### src/rtl/timer_event_ctrl.sv
// Turns counter match/ovf levels into sticky flags, saturating overrun counts, a registered irq and a one-shot enable gate.
// Flags 1 cycle, irq 2 cycles after an event edge; en_out is combinational; no backpressure. Capture register: TIMER_CAPTURE_EN.
module timer_event_ctrl #(
  parameter int BIN   = 32,
  parameter int OVR_W = 4
) (
  input  logic             clk,
  input  logic             reset,
  input  logic             enable_in,
  input  logic             oneshot,
  input  logic [BIN-1:0]   cnt_value,
  input  logic             match,
  input  logic             ovf,
  input  logic [1:0]       irq_mask,
  input  logic             clr_match,
  input  logic             clr_ovf,
  output logic             en_out,
  output logic             match_flag,
  output logic             ovf_flag,
  output logic [OVR_W-1:0] match_ovr,
  output logic [OVR_W-1:0] ovf_ovr,
  output logic             irq,
  output logic [BIN-1:0]   cap_value,
  output logic             cap_valid
);

  localparam logic [OVR_W-1:0] OVR_MAX = '1;
  localparam logic [OVR_W-1:0] OVR_ONE = {{(OVR_W-1){1'b0}}, 1'b1};

  logic             match_prev_q, ovf_prev_q;
  logic             match_flag_q, match_flag_d;
  logic             ovf_flag_q, ovf_flag_d;
  logic [OVR_W-1:0] match_ovr_q, match_ovr_d;
  logic [OVR_W-1:0] ovf_ovr_q, ovf_ovr_d;
  logic             irq_q, irq_d;
  logic             match_evt, ovf_evt;

  assign match_evt = match & ~match_prev_q;
  assign ovf_evt   = ovf & ~ovf_prev_q;

  // A new event in the same cycle as its clear re-sets the flag but is not an overrun.
  always_comb begin
    match_flag_d = match_flag_q;
    if (match_evt)      match_flag_d = 1'b1;
    else if (clr_match) match_flag_d = 1'b0;

    ovf_flag_d = ovf_flag_q;
    if (ovf_evt)      ovf_flag_d = 1'b1;
    else if (clr_ovf) ovf_flag_d = 1'b0;

    match_ovr_d = match_ovr_q;
    if (clr_match)
      match_ovr_d = '0;
    else if (match_evt && match_flag_q && (match_ovr_q != OVR_MAX))
      match_ovr_d = match_ovr_q + OVR_ONE;

    ovf_ovr_d = ovf_ovr_q;
    if (clr_ovf)
      ovf_ovr_d = '0;
    else if (ovf_evt && ovf_flag_q && (ovf_ovr_q != OVR_MAX))
      ovf_ovr_d = ovf_ovr_q + OVR_ONE;

    irq_d = (match_flag_q & irq_mask[0]) | (ovf_flag_q & irq_mask[1]);
  end

  always_ff @(posedge clk) begin
    if (reset) begin
      match_prev_q <= 1'b0;
      ovf_prev_q   <= 1'b0;
      match_flag_q <= 1'b0;
      ovf_flag_q   <= 1'b0;
      match_ovr_q  <= '0;
      ovf_ovr_q    <= '0;
      irq_q        <= 1'b0;
    end else begin
      match_prev_q <= match;
      ovf_prev_q   <= ovf;
      match_flag_q <= match_flag_d;
      ovf_flag_q   <= ovf_flag_d;
      match_ovr_q  <= match_ovr_d;
      ovf_ovr_q    <= ovf_ovr_d;
      irq_q        <= irq_d;
    end
  end

`ifdef TIMER_CAPTURE_EN
  logic [BIN-1:0] cap_value_q;
  logic           cap_valid_q;

  always_ff @(posedge clk) begin
    if (reset) begin
      cap_value_q <= '0;
      cap_valid_q <= 1'b0;
    end else if (match_evt) begin
      cap_value_q <= cnt_value;
      cap_valid_q <= 1'b1;
    end else if (clr_match) begin
      cap_valid_q <= 1'b0;
    end
  end

  assign cap_value = cap_value_q;
  assign cap_valid = cap_valid_q;
`else
  logic unused_cnt_value;
  assign unused_cnt_value = ^cnt_value;
  assign cap_value = '0;
  assign cap_valid = 1'b0;
`endif

  // One-shot gate acts on the registered flag, so the stop lands the cycle after the match edge.
  assign en_out     = enable_in & ~(oneshot & match_flag_q);
  assign match_flag = match_flag_q;
  assign ovf_flag   = ovf_flag_q;
  assign match_ovr  = match_ovr_q;
  assign ovf_ovr    = ovf_ovr_q;
  assign irq        = irq_q;

endmodule

### config.mk
export PLATFORM = sky130hd
export DESIGN_NAME = timer_event_ctrl
export DESIGN_NICKNAME = d
export VERILOG_FILES = /design/src/rtl/timer_event_ctrl.sv
export SDC_FILE = /design/constraint.sdc
export NUM_CORES = 1
export LEC_CHECK = 0
export ABC_AREA = 1
export ABC_CLOCK_PERIOD_IN_PS = 2000
export CAP_MARGIN = 5
export CORE_MARGIN = 1
export CORE_UTILIZATION = 45
export CTS_BUF_LIST = sky130_fd_sc_hd__clkbuf_16
export CTS_CLUSTER_DIAMETER = 80
export DETAILED_ROUTE_END_ITERATION = 16
export DONT_BUFFER_PORTS = 1
export GPL_ROUTABILITY_DRIVEN = 0
export GPL_TIMING_DRIVEN = 0
export PLACE_DENSITY_LB_ADDON = 0.12
export SLEW_MARGIN = 20
export SYNTH_ARGS = -nofsm -noshare
export SYNTH_HDL_FRONTEND = slang
export SYNTH_SLANG_ARGS = --single-unit
### constraint.sdc
create_clock -name clk -period 2 [get_ports clk]
set_clock_uncertainty 0.05 [all_clocks]
set_input_delay 0.4 -clock clk [delete_from_list [all_inputs] [get_ports clk]]
set_output_delay 0.4 -clock clk [all_outputs]
set_load 0.1 [all_outputs]
==> summary.txt <==
Run status
  – Status: completed

Timing
  – Achievable Freq: 0.5316 GHz
  – Setup TNS: 0 ns
  – Final Max Tran Viols: 0
  – Max_slew headroom: 0.2357
  – RSZ-0062 raised after global routing: false
  – Worst-Margin Slew: 1.145 ns
  – Final period utilization: 0.9405
  – Count of final setup violators: 0
  – Fin. Hold Viols: 0
  – Tmin final: 1.881 ns

Route
  – DRC Markers: 0
  – Post-DR wirelength/cell: 7.699 µm
  – Drt total wl: 1409 µm
  – DR iter-0 viols: 7
  – Drt first pass iters: 4
  – Post-DRT Antenna Nets: 0
  – Via count: 705
  – Via density: 3.852

Setup path
  – Reg2reg start: ovf_flag
  – Critical Path Start: match_flag
  – Crit path depth: 1
  – Critical Path RT: 1.55 ns
  – Max stage delay on crit path: 0.67 ns
  – R2R depth: 5
  – Reg2reg setup slack: 0.21 ns
  – Critical path arrival: 1.43 ns
  – CP max-delay cell: a21boi_4
  – CP Max Fanout: 6
  – CP delay by family, top: compound AO/OA/AOI/OAI gates
  – CP endpoint: en_out
  – WS Path Type: reg2out
  – Worst Setup End Kind: output port
  – Worst setup SP type: flip-flop
  – FF-to-FF End: ovf_ovr[0]
  – Worst-path cell chain: a21boi_4
  – CP Buf/Inv Count: 0

Synth
  – Post-synth cell types: 15
  – EDFF count, synth: 0
  – Cells after Synth: 122
  – Async SR Flop Fraction: 0
  – Top cells by count, synth: buf_4 (33), nand2_1 (22), nor2_1 (16)
  – Flops & latches, synth: 13
  – Area contributors post-synth: dfxtp_1 (30%), buf_4 (29%), nand2_1 (9.6%)
  – Most common cell in the netlist: buf_4
  – Synth area leader: dfxtp_1
  – Total number of yosys warnings: 0
  – Synthesized area: 858.3 µm²
  – Commonest register cell after synthesis: dfxtp_1
  – Seq/Total Area, Yosys: 0.3032
  – Syn Area/Cell: 7.035 µm²
  – Top-area cell type share of the netlist area: 0.3032

Die
  – Die height: 45.68 µm
  – Core Region: 0.001764 mm²
  – Die ar.: 0.002086 mm²
  – Die width: 45.68 µm
  – Initial Utilization: 0.4865
  – IO Count: 87
  – FP Rows: 15

Clocking
  – CTS sink count: 13
  – CTS buffer count: 3
  – Hold buffers post-CTS: 0
  – CTS tree: done
  – Post-CTS Setup Bufs: 0
  – Max clock buf depth: 2
  – Clock transition at the registers of the reported paths: 0.04 ns
  – Worst-skew pair later-pin latency: 0.24 ns
  – Htree depth: 1
  – Clk root buf: clkbuf_16
  – # resized after CTS: 5

Cells and area
  – FILL cells: 167
  – Layout Utilization: 0.6270
  – Area grow syn2layout: 28.86%
  – Layout cells sized above 1: 0.2785
  – Nets: 203
  – Footprint of the multi-input gates: 440.4 µm²
  – Sequential cell area: 266.5 µm²
  – Ant diodes: 0

GRT
  – Largest net degree at the start of global routing: 8
  – Vias in the first global route: 513
  – Total track usage: 0.1431
  – Initial antenna violation count: 0
  – First-pass GRT wire length: 2049 µm
  – Gr ovfl total: 0

Run
  – Maxcap violations: 0

Min path
  – Hold WC Path Type: in2reg
  – Min-Delay Path Depth: 1

Pwr
  – IR drop worst, VDD: 0.8594 mV
  – Cell Pwr Density: 943.4 mW/mm²
  – Pleak: 0.5923 nW

Placement
  – Port buffer count: 0
  – Final HPWL DP: 1151 µm
## registers in the layout, summed over array words and instances (netlist names)
signal	flops
irq	1
match_flag	1
match_ovr	4
match_prev_q	1
ovf_flag	1
ovf_ovr	4
ovf_prev_q	1
## through the flow
| stage | hold WS, ns | setup WS (ns) | std cells | area [µm²] | power, W |
|---|---|---|---|---|---|
| 3_5_place_dp | 0.4152 | -0.03571 | 179 | 1021 | 0.0006790 |
| 6_report | 0.1750 | 0.1190 | 183 | 1106 | 0.001044 |
| 3_3_place_gp | 0.4045 | -0.01378 | 179 | 1021 | 0.0006786 |
| 2_1_floorplan | 0.3914 | 0.08725 | 154 | 989.7 | 0.0006733 |
| 5_1_grt | 0.1749 | 0.08251 | 183 | 1106 | 0.001084 |
| 4_1_cts | 0.1668 | 0.1121 | 183 | 1106 | 0.001056 |
## how the worst min path moves through the flow
| stage | start | to | slack, ns |
|---|---|---|---|
| 2_1_floorplan | ovf_prev_q | ovf_flag | 0.39 |
| 3_3_place_gp | ovf_prev_q | ovf_flag | 0.40 |
| 3_5_place_dp | ovf_prev_q | ovf_flag | 0.42 |
| 4_1_cts | reset | irq | 0.17 |
| 5_1_grt | reset | irq | 0.17 |
| 6_report | reset | irq | 0.17 |
## cell usage in the layout, fill, tap and decap left out, drive strengths merged
cell / count
nor2: 18
ha: 2
o21ai: 3
conb: 33
nand3: 8
o31ai: 1
a21boi: 1
a21oi: 5
dfxtp: 13
clkbuf: 3
nand2: 22
nand4: 2
inv: 12
buf: 33
xor2: 2
## cell type report
type | instances | area share
Clock buffer | 3 | 0.06787
Sequential cell | 13 | 0.2410
Inverter | 11 | 0.03733
Tap cell | 25 | 0.02828
Multi-Input combinational cell | 97 | 0.3982
Buffer | 33 | 0.2240
Clock inverter | 1 | 0.003394
## report_power, final
part           switching, W  internal (W)  total (W)
Sequential        0.0000520      0.000269   0.000321
Clock              0.000103      0.000263   0.000366
Combinational      0.000302     0.0000550   0.000357
Total              0.000457      0.000587    0.00104
## per-layer routing
layer  vias up  global-route usage  wire length (µm)
met5         -                   0                 0
met4         0             0.05455                10
met1       280              0.1570               619
met3         2             0.08333               149
met2        35              0.2257               630
li1        388                   -                 -
## kinds of logic after synthesis
group,after synthesis,share of synthesized area
AND/OR/NAND/NOR,50,0.2420
buffers and inverters,44,0.3367
flip-flops,13,0.3032
AO/OA/AOI/OAI,10,0.06414
XOR/XNOR,2,0.02041
adder cells (fa/ha/maj),2,0.02915
other,1,0.004369
Note: power is estimated with default switching activity, not from simulation.
